**src/rtl/pong_pkg.sv**
```systemverilog
// Shared Pong encodings: game states, winner codes and switch bit positions.
// The paddle mover and ball logic import this package too.
package pong_pkg;

    typedef enum logic [2:0] {
        ST_IDLE  = 3'd0,
        ST_SERVE = 3'd1,
        ST_PLAY  = 3'd2,
        ST_POINT = 3'd3,
        ST_OVER  = 3'd4
    } state_t;

    localparam logic [1:0] WIN_NONE  = 2'b00;
    localparam logic [1:0] WIN_LEFT  = 2'b01;
    localparam logic [1:0] WIN_RIGHT = 2'b10;

    localparam int SW_R_UP = 0;
    localparam int SW_R_DN = 1;
    localparam int SW_L_UP = 2;
    localparam int SW_L_DN = 3;

    // Up and down pressed together on one paddle cancel to "no move".
    function automatic logic [3:0] gateSw(input logic [3:0] sw);
        logic [3:0] g;
        g = sw;
        if (sw[SW_R_UP] && sw[SW_R_DN]) begin
            g[SW_R_UP] = 1'b0;
            g[SW_R_DN] = 1'b0;
        end
        if (sw[SW_L_UP] && sw[SW_L_DN]) begin
            g[SW_L_UP] = 1'b0;
            g[SW_L_DN] = 1'b0;
        end
        return g;
    endfunction

endpackage

```
**src/rtl/frame_div.sv**
```systemverilog
// Frame-tick divider: emits a registered one-cycle step on every DIV-th enabled tick.
module frame_div #(
    parameter int DIV = 1
) (
    input  logic clk,
    input  logic rst,
    input  logic clr,
    input  logic en,
    input  logic tick,
    output logic step
);
    localparam int DIV_EFF = (DIV < 1) ? 1 : DIV;
    localparam int W = (DIV_EFF > 1) ? $clog2(DIV_EFF) : 1;
    localparam logic [W-1:0] LAST = W'(DIV_EFF - 1);

    logic [W-1:0] cnt;

    always_ff @(posedge clk) begin
        if (rst) begin
            cnt  <= '0;
            step <= 1'b0;
        end else begin
            step <= 1'b0;
            if (clr) begin
                cnt <= '0;
            end else if (en && tick) begin
                if (cnt == LAST) begin
                    cnt  <= '0;
                    step <= 1'b1;
                end else begin
                    cnt <= cnt + W'(1);
                end
            end
        end
    end

endmodule

```
**src/rtl/pong_game_ctrl.sv**
```systemverilog
// Pong game sequencer: serve/play/point/over FSM, score keeping and paddle move gating.
module pong_game_ctrl
    import pong_pkg::*;
#(
    parameter int WIN_SCORE    = 7,
    parameter int SERVE_FRAMES = 60,
    parameter int POINT_FRAMES = 90,
    parameter int MOVE_DIV     = 1
) (
    input  logic       clk,
    input  logic       rst,
    input  logic       frame_tick,
    input  logic       start_btn,
    input  logic [3:0] switches,
    input  logic       miss_left,
    input  logic       miss_right,
    output logic [3:0] paddle_sw,
    output logic       paddle_step,
    output logic       ball_run,
    output logic       ball_reset,
    output logic [3:0] score_left,
    output logic [3:0] score_right,
    output logic [2:0] state,
    output logic [1:0] winner
);
    localparam int SF = (SERVE_FRAMES < 1) ? 1 : SERVE_FRAMES;
    localparam int PF = (POINT_FRAMES < 1) ? 1 : POINT_FRAMES;
    localparam int CW = $clog2(((SF > PF) ? SF : PF) + 1);
    localparam logic [CW-1:0] SF_LD = CW'(SF);
    localparam logic [CW-1:0] PF_LD = CW'(PF);
    localparam logic [3:0]    WIN   = 4'(WIN_SCORE);

    state_t        cur, nxt;
    logic [CW-1:0] frameCnt, cntNxt;
    logic [3:0]    scoreLNxt, scoreRNxt;
    logic [1:0]    winNxt;
    logic          startPrev, startEv, moveOk, divClr;

    assign startEv = start_btn && !startPrev;
    assign moveOk  = (cur == ST_SERVE) || (cur == ST_PLAY);
    assign divClr  = (nxt == ST_SERVE) && (cur != ST_SERVE);
    assign state   = cur;

    always_comb begin
        nxt       = cur;
        cntNxt    = frameCnt;
        scoreLNxt = score_left;
        scoreRNxt = score_right;
        winNxt    = winner;
        case (cur)
            ST_IDLE, ST_OVER: begin
                if (startEv) begin
                    nxt       = ST_SERVE;
                    cntNxt    = SF_LD;
                    scoreLNxt = '0;
                    scoreRNxt = '0;
                    winNxt    = WIN_NONE;
                end
            end
            ST_SERVE: begin
                if (frame_tick) begin
                    if (frameCnt <= CW'(1)) nxt = ST_PLAY;
                    else                    cntNxt = frameCnt - CW'(1);
                end
            end
            ST_PLAY: begin
                // A simultaneous double miss is a rally replay; a coincident tick only feeds the divider.
                if (miss_left && miss_right) begin
                    nxt    = ST_POINT;
                    cntNxt = PF_LD;
                end else if (miss_left) begin
                    scoreRNxt = (score_right >= WIN) ? WIN : score_right + 4'd1;
                    if (scoreRNxt == WIN) begin
                        winNxt = WIN_RIGHT;
                        nxt    = ST_OVER;
                    end else begin
                        nxt    = ST_POINT;
                        cntNxt = PF_LD;
                    end
                end else if (miss_right) begin
                    scoreLNxt = (score_left >= WIN) ? WIN : score_left + 4'd1;
                    if (scoreLNxt == WIN) begin
                        winNxt = WIN_LEFT;
                        nxt    = ST_OVER;
                    end else begin
                        nxt    = ST_POINT;
                        cntNxt = PF_LD;
                    end
                end
            end
            ST_POINT: begin
                if (frame_tick) begin
                    if (frameCnt <= CW'(1)) begin
                        nxt    = ST_SERVE;
                        cntNxt = SF_LD;
                    end else begin
                        cntNxt = frameCnt - CW'(1);
                    end
                end
            end
            default: nxt = ST_IDLE;
        endcase
    end

    always_ff @(posedge clk) begin
        if (rst) begin
            cur         <= ST_IDLE;
            frameCnt    <= '0;
            score_left  <= '0;
            score_right <= '0;
            winner      <= WIN_NONE;
            startPrev   <= 1'b0;
            paddle_sw   <= '0;
            ball_run    <= 1'b0;
            ball_reset  <= 1'b1;
        end else begin
            cur         <= nxt;
            frameCnt    <= cntNxt;
            score_left  <= scoreLNxt;
            score_right <= scoreRNxt;
            winner      <= winNxt;
            startPrev   <= start_btn;
            paddle_sw   <= moveOk ? gateSw(switches) : 4'b0000;
            // Ball flags follow the state being entered so they change together with it.
            ball_run    <= (nxt == ST_PLAY);
            ball_reset  <= (nxt != ST_PLAY);
        end
    end

    frame_div #(.DIV(MOVE_DIV)) uDiv (
        .clk  (clk),
        .rst  (rst),
        .clr  (divClr),
        .en   (moveOk),
        .tick (frame_tick),
        .step (paddle_step)
    );

endmodule
```
**config.mk**
```make
export PLATFORM = sky130hd
export DESIGN_NAME = pong_game_ctrl
export DESIGN_NICKNAME = d
export VERILOG_FILES = /design/src/rtl/pong_pkg.sv /design/src/rtl/frame_div.sv /design/src/rtl/pong_game_ctrl.sv
export SDC_FILE = /design/constraint.sdc
export NUM_CORES = 1
export LEC_CHECK = 0
export ABC_CLOCK_PERIOD_IN_PS = 1950
export CAP_MARGIN = 30
export CORE_AREA = 2 2 62 64
export DETAILED_ROUTE_END_ITERATION = 16
export DIE_AREA = 0 0 64 66
export GPL_TIMING_DRIVEN = 0
export HOLD_SLACK_MARGIN = 0.15
export PLACE_DENSITY = 0.76
export SETUP_SLACK_MARGIN = 0.15
export SYNTH_ARGS = -nofsm -noshare
export SYNTH_HDL_FRONTEND = slang
export SYNTH_SLANG_ARGS = --single-unit
```
**constraint.sdc**
```tcl
create_clock -name clk -period 1.95 [get_ports clk]
set_input_delay 0.39 -clock clk [delete_from_list [all_inputs] [get_ports clk]]
set_output_delay 0.39 -clock clk [all_outputs]
set_load 0.005 [all_outputs]
```
==> key figures, run 1 <==
Worst setup path
  • Origin of the critical flop-to-flop path: frameCnt[4]$_SDFFE_PP0P_
  • Worst Setup SP: frameCnt[4]$_SDFFE_PP0P_
  • Critical Path RT: 2.23 ns
  • CP Buf/Inv Count: 0
  • Critical path type: flip-flop to flip-flop
  • CP cell instances: or4_4 -> or3_4 -> o31ai_4 -> a21o_1 -> mux2i_1
  • Worst EP arrival: 2.31 ns
  • Critical Path Fanout Max: 5
  • Type of origin of the critical path: flip-flop
  • Critical Path End Type: flip-flop
  • Slowest Stage Delay on Critical Path: 0.56 ns
  • Crit-path leading delay family: simple AND/OR/NAND/NOR gates
  • Crit path max-delay cell type: or4_4

Final layout
  • Final Util: 60.92%
  • Fillcell total: 317
  • Ant diodes: 0
  • Layout area overhead: 37.88%
  • Share of cells above drive strength 1: 22.41%
  • Layout Nets: 247

Floorplanning
  • Area of the core: 3551 sq um
  • Die H: 66 um
  • Row Count: 22
  • I/O pins: 30
  • Die width: 64 um
  • Full die area: 4224 sq um
  • Initial Utilization: 44.19%

Route
  • Pre-antenna DRT Iters: 5
  • Routed Antenna Nets: 0
  • Routed wire length: 4.064 mm
  • Vias: 1,593
  • Initial drt markers: 69
  • Routed len/inst: 14.51 um
  • Vias/cell: 5.689
  • # DRC: 0

Clock tree
  • CTS H-tree depth: 1
  • TritonCTS Buffers: 3
  • Total clock sinks: 28
  • Clock transition at the registers of the reported paths: 0.16 ns
  • CTS Buffer Depth: 2
  • Hold Buf Count CTS: 0
  • Clock Tree Root: clkbuf_4
  • Clock latency on the worst-skew pair: 0.34 ns
  • CTS tree: yes

GRT
  • Routing usage on met3: 2.726%
  • Met1 usage: 25.68%
  • GR Overflow Total: 0
  • GRT Total Usage: 19.72%
  • Vias in the first global route: 1,443
  • Largest net degree at the start of global routing: 17
  • Global Route met2 Usage: 32.81%
  • First-pass GRT wire length: 6.637 mm
  • Initial antenna violation count: 0
  • GRT busiest layer: met2

Outcome
  • Outcome: finished, violations left
  • Violations in the final reports: setup timing

Run
  • Max-Cap Viols: 0

Placement
  • DP HPWL: 2.752 mm
  • GPL Wtd Cong: 0.9017
  • Dpl ws: -0.5818 ns
  • Port buffer count: 29

Timing
  • RSZ-0062 raised after global routing: yes
  • Final worst setup slack: -0.08077 ns
  • Slew Viols, Final: 0
  • Clk_skew: 0.002380 ns
  • Final setup fails: 8
  • Hold violation count in the final report: 0
  • Rel. slew slack: 65.50%
  • Tightest Pin Transition: 0.5120 ns
  • Tcrit/Tclk final: 104.1%
  • Fin crit period: 2.031 ns
  • Fmax: 492.4 MHz

Yosys
  • Synth Register Bits: 28
  • Gate Count Post-Synth: 190
  • Number of flops mapped to enable cells by yosys: 0
  • Most common flop cell mapped by yosys: dfxtp_1
  • Syn Nets: 204
  • Synth area leaders: dfxtp_1 (36%), a21oi_1 (5.4%), nor2_1 (3.8%), ha_1 (3.2%), mux2i_1 (3.2%)
  • Top cell type's share of synthesized area: 35.73%
  • Synth cell count leaders: dfxtp_1 (28), a21oi_1 (17), nor2_1 (16), nand2_1 (13), inv_1 (11)
  • Synth Warn #: 0
  • Asr flop ratio synth: 0%
  • Synth area leader: dfxtp_1
  • Sequential element share of the synthesized area: 35.73%
  • Syn avg cell area: 8.258 sq um
  • Cell area after synthesis: 1569 sq um
  • Top-count cell post-synth: dfxtp_1
  • Netlist cell types: 53

Hold path
  • Hold Path Class: primary input to flip-flop
  • HP Start: start_btn

Pwr
  • Peak VDD IR: 0.3658 mV
  • Total power: 1.632 mW
  • PwrDens: 754.4 nW/um^2
  • Pleak: 0.7905 nW
## per-layer routing
layer	share of wire, %	vias up
met5	0	-
met4	0.84	0
met3	6.9	6
met2	48	62
met1	44	725
li1	-	800
## stage by stage
step	TNS [ns]	std cells	area [sq um]	hold slack [ns]
floorplan	-0.008893	190	1587	0.4658
global placement	-4.501	267	1937	0.4720
detailed placement	-4.461	267	1937	0.4759
CTS	-0.2214	278	2064	0.4828
global route	-1.111	280	2163	0.4827
finish	-0.3294	280	2163	0.4854
## cell usage in the layout (no fill, tap or decap), types with 5 or more instances in the layout
master	instances
dfxtp_2	11
a21oi_1	17
inv_1	11
mux2i_1	5
nor3b_1	5
nand2_1	12
clkdlybuf4s50_1	27
buf_4	8
nor2b_1	7
o21ai_0	7
clkbuf_4	5
nor3_1	5
nor2_1	15
dfxtp_1	15
## worst paths after layout
check / to / slack [ns] / depth (start not counted)
max reg2reg: frameCnt[0]$_SDFFE_PP0P_ / -0.08 / 5
min reg2reg: winner[0]$_SDFFE_PP0P_ / 0.52 / 2
min: startPrev$_SDFF_PP0_ / 0.49 / 2
max: frameCnt[0]$_SDFFE_PP0P_ / -0.08 / 5
## kinds of logic after synthesis
family,synth area share (%)
AOI/OAI and AO/OA,26.72
adders and majority gates,3.828
buffers and inverters,4.306
DFF,35.73
muxes,3.190
and+or+nand+nor,26.24
## repair_timing
item,4_1_cts,5_1_grt
buffers inserted,7,2
cloned,0,0
pin swaps,5,8
resized for setup,9,30
setup endpoints to repair,19,18
## layout make-up
cell class | count | area [sq um] | share of cell area, %
multi-input combinational | 144 | 1018 | 47.08
tap | 48 | 60.06 | 2.776
inverter | 12 | 45.04 | 2.082
buffer | 6 | 42.54 | 1.966
clock inverter | 1 | 30.03 | 1.388
clock buffer | 3 | 22.52 | 1.041
sequential | 28 | 581.8 | 26.89
timing repair buffer | 38 | 362.8 | 16.77
## power by group
group | switching, mW | total (mW) | internal, mW
Clock | 0.186 | 0.394 | 0.208
Combinational | 0.284 | 0.563 | 0.279
Sequential | 0.0511 | 0.675 | 0.624
## state kept, by name, summed over array words and instances, names as in the netlist
signal,cells
score_right,4
frameCnt,7
uDiv.step,1
ball_run,1
paddle_sw,4
winner,2
startPrev,1
state,3
score_left,4
ball_reset,1
(Power assumes the default switching activity.)
==> inputs of run 2 (changes only) <==
--- a/config.mk
+++ b/config.mk
@@ -8,12 +8,14 @@
 export ABC_CLOCK_PERIOD_IN_PS = 1950
 export CAP_MARGIN = 30
 export CORE_AREA = 2 2 62 64
+export CTS_CLUSTER_DIAMETER = 120
 export DETAILED_ROUTE_END_ITERATION = 16
 export DIE_AREA = 0 0 64 66
 export GPL_TIMING_DRIVEN = 0
 export HOLD_SLACK_MARGIN = 0.15
-export PLACE_DENSITY = 0.76
+export PLACE_DENSITY = 0.77
 export SETUP_SLACK_MARGIN = 0.15
 export SYNTH_ARGS = -nofsm -noshare
 export SYNTH_HDL_FRONTEND = slang
+export SYNTH_HIERARCHICAL = 1
 export SYNTH_SLANG_ARGS = --single-unit
==> constraint.sdc (replaced) <==
create_clock -name clk -period 1.95 [get_ports clk]
set_input_delay 0.195 -clock clk [delete_from_list [all_inputs] [get_ports clk]]
set_output_delay 0.195 -clock clk [all_outputs]
set_load 0.005 [all_outputs]
==> run 2 against run 1 <==
The run now ends clean. Sequential power is 0.6% lower. Synthesized cell count is 1.6% lower. Combinational power grew 25%. Cell area is 12% higher. Fmax rose by 4.8%. Register-to-register slack better by 0.09 ns. Clock-buffer cell count grew 1. Worst hold slack worse by 0.030 ns. Clock power decreased by 27%. Via count increased by 4.2%. Critical path type unchanged. Critical endpoint is now score_right[3]$_SDFFE_PP0P_. Largest cell class unchanged.
==> key figures, run 2 <==
Final layout
  • Share of cells above drive strength 1: 33.05% (was 22.41%)
  • Layout Nets: 254 (was 247)
  • Largest reg by FF count: frameCnt (unchanged)
  • Reg area: 578.1 sq um (was 581.8 sq um)
  • Ant diodes: 0 (unchanged)
  • Layout area overhead: 49.88% (was 37.88%)
  • Area of the multi-input gates: 1176 sq um (was 1018 sq um)
  • Most frequent cells in the layout: clkdlybuf4s50_1 (29), dfxtp_1 (20), buf_4 (16) (was clkdlybuf4s50_1 (27), a21oi_1 (17), nor2_1 (15), dfxtp_1 (15), nand2_1 (12))
  • Commonest non-fill, non-tap cell in the layout: clkdlybuf4s50_1 (unchanged)
  • Final Util: 68.50% (was 60.92%)
  • Fillcell total: 269 (was 317)
  • Number of flip-flops in the largest register: 7 (unchanged)

Worst setup path
  • Critical path type: flip-flop to flip-flop (unchanged)
  • Worst R2R Setup Slack: 0.01 ns (was -0.08 ns)
  • Critical Path RT: 2.22 ns (was 2.23 ns)
  • Slowest Stage Delay on Critical Path: 0.56 ns (about the same)
  • CP cell instances: buf_6 -> or4b_4 -> buf_6 -> o21ai_2 -> o21ai_2 -> or4_1 -> a21oi_1 (was or4_4 -> or3_4 -> o31ai_4 -> a21o_1 -> mux2i_1)
  • Crit path max-delay cell type: or4b_4 (was or4_4)
  • Critical Path End Type: flip-flop (unchanged)
  • CP Buf/Inv Count: 2 (was 0)
  • Type of origin of the critical path: flip-flop (unchanged)
  • Critical Path Fanout Max: 4 (was 5)
  • Worst EP arrival: 2.21 ns (was 2.31 ns)
  • Crit-path leading delay family: simple AND/OR/NAND/NOR gates (unchanged)

Placement
  • Dpl ws: -0.3389 ns (was -0.5818 ns)
  • DP HPWL: 2.687 mm (was 2.752 mm)
  • GPL Wtd Cong: 0.8729 (was 0.9017)
  • Port buffer count: 29 (unchanged)

Pwr
  • Peak VDD IR: 0.3711 mV (was 0.3658 mV)
  • Total power: 1.662 mW (was 1.632 mW)
  • Pleak: 0.8565 nW (was 0.7905 nW)
  • PwrDens: 683.3 nW/um^2 (was 754.4 nW/um^2)

GRT
  • GRT busiest layer: met2 (unchanged)
  • GR Overflow Total: 0 (unchanged)
  • Met1 usage: 27.82% (was 25.68%)
  • GRT Total Usage: 20.48% (was 19.72%)
  • Global Route met2 Usage: 34.38% (was 32.81%)
  • First-pass GRT wire length: 6.927 mm (was 6.637 mm)
  • Vias in the first global route: 1,477 (was 1,443)
  • Largest net degree at the start of global routing: 16 (was 17)
  • Initial antenna violation count: 0 (unchanged)
  • Routing usage on met3: 2.555% (was 2.726%)

Yosys
  • Most common flop cell mapped by yosys: dfxtp_1 (unchanged)
  • Number of flops mapped to enable cells by yosys: 0 (unchanged)
  • Top cell type's share of synthesized area: 34.54% (was 35.73%)
  • Netlist cell types: 53 (unchanged)
  • Gate Count Post-Synth: 187 (was 190)
  • Sequential element share of the synthesized area: 34.54% (was 35.73%)
  • Asr flop ratio synth: 0% (unchanged)
  • Synth cell count leaders: dfxtp_1 (28), nor2_1 (17), a21oi_1 (16), inv_1 (10) (was dfxtp_1 (28), a21oi_1 (17), nor2_1 (16), nand2_1 (13), inv_1 (11))
  • Cell area after synthesis: 1623 sq um (was 1569 sq um)
  • Syn avg cell area: 8.678 sq um (was 8.258 sq um)
  • Top-count cell post-synth: dfxtp_1 (unchanged)
  • Synth Warn #: 6 (was 0)
  • Synth area leader: dfxtp_1 (unchanged)
  • Synth Register Bits: 28 (unchanged)
  • Synth area leaders: dfxtp_1 (35%), a21oi_1 (4.9%), nor2_1 (3.9%), buf_6 (3.5%), ha_1 (3.1%) (was dfxtp_1 (36%), a21oi_1 (5.4%), nor2_1 (3.8%), ha_1 (3.2%), mux2i_1 (3.2%))
  • Syn Nets: 201 (was 204)

Clock tree
  • Clock transition at the registers of the reported paths: 0.16 ns (about the same)
  • CTS H-tree depth: 1 (unchanged)
  • CTS tree: yes (unchanged)
  • Hold Buf Count CTS: 0 (unchanged)
  • Total clock sinks: 28 (unchanged)
  • CTS Buffer Depth: 2 (unchanged)
  • Clock latency on the worst-skew pair: 0.33 ns (was 0.34 ns)
  • TritonCTS Buffers: 3 (unchanged)
  • Clock Tree Root: clkbuf_4 (unchanged)

Floorplanning
  • Area of the core: 3551 sq um (unchanged)
  • Die width: 64 um (unchanged)
  • Initial Utilization: 45.70% (was 44.19%)
  • Die H: 66 um (unchanged)
  • Row Count: 22 (unchanged)
  • Full die area: 4224 sq um (unchanged)
  • I/O pins: 30 (unchanged)

Outcome
  • Outcome: complete, no violations (was finished, violations left)

Route
  • Vias/cell: 5.784 (was 5.689)
  • Routed wire length: 4.344 mm (was 4.064 mm)
  • Routed Antenna Nets: 0 (unchanged)
  • Initial drt markers: 135 (was 69)
  • Routed len/inst: 15.14 um (was 14.51 um)
  • # DRC: 0 (unchanged)
  • Vias: 1,660 (was 1,593)
  • Pre-antenna DRT Iters: 4 (was 5)

Timing
  • Final worst setup slack: 0.01228 ns (was -0.08077 ns)
  • Rel. slew slack: 62.58% (was 65.50%)
  • Slew Viols, Final: 0 (unchanged)
  • Tcrit/Tclk final: 99.37% (was 104.1%)
  • RSZ-0062 raised after global routing: yes (unchanged)
  • Tightest Pin Transition: 0.5570 ns (was 0.5120 ns)
  • Final hold slack: 0.4554 ns (was 0.4854 ns)
  • Clk_skew: 0.007181 ns (was 0.002380 ns)
  • Fin crit period: 1.938 ns (was 2.031 ns)
  • Hold violation count in the final report: 0 (unchanged)
  • Final setup fails: 0 (was 8)
  • Setup TNS: 0 ns (was -0.3294 ns)
  • Fmax: 516.1 MHz (was 492.4 MHz)

Hold path
  • Hold Path Class: primary input to flip-flop (unchanged)

Run
  • Max-Cap Viols: 0 (unchanged)
run 2: power by group:
group	internal, mW	switching (mW)	total [mW]
sequential	0.617	0.0541	0.671
combinational	0.336	0.367	0.703
clock	0.114	0.174	0.288
run 2: cell families (layout without fill, tap and decap cells):
kind of cell	count (synthesis)	after routing	synth area share (%)
mux	1	1	0.6168
flops	28	28	34.54
xor+xnor	1	1	0.5398
buf+inv	18	70	7.710
simple gates	72	72	25.83
fa+ha+maj	5	5	3.701
compound gates	62	62	27.06
run 2: through the flow:
stage          std cells  area (sq um)
3_3_place_gp         264          2032
3_5_place_dp         264          2032
4_1_cts              283          2315
5_1_grt              287          2432
6_report             287          2432
2_1_floorplan        187          1682
run 2: final cells by class:
class                   instances  area share, %
inverters                      10          1.543
repair buffers                 48          18.62
clock buffers                   4          1.492
flip-flops and latches         28          23.77
multi-input cells             141          48.35
plain buffers                   8          3.755
well taps                      48          2.469
run 2: path summary, 6_finish.rpt:
| kind | from | endpoint | depth (start not counted) |
|---|---|---|---|
| setup / recovery | state[0]$_SDFF_PP0_ | score_right[3]$_SDFFE_PP0P_ | 7 |
| hold / removal | start_btn | startPrev$_SDFF_PP0_ | 3 |
| setup reg to reg | state[0]$_SDFF_PP0_ | score_right[3]$_SDFFE_PP0P_ | 7 |
| hold reg to reg | score_right[1]$_SDFFE_PP0P_ | score_right[1]$_SDFFE_PP0P_ | 2 |
run 2: what timing repair did:
action / in CTS / in global routing
pin swaps: 14 / 12
buffers inserted: 15 / 4
setup endpoints to repair: 12 / 16
gates resized for setup: 27 / 16
run 2: per-layer routing:
layer / share of wire [%] / vias up
met5: 0 / -
met4: 0.81 / 0
met1: 46 / 790
li1: - / 820
met2: 50 / 46
met3: 3.6 / 4
run 2: worst min-delay path: cells and delay by family:
kind	cells	cell delay [ns]
buf+inv	2	0.51
simple gates	1	0.05
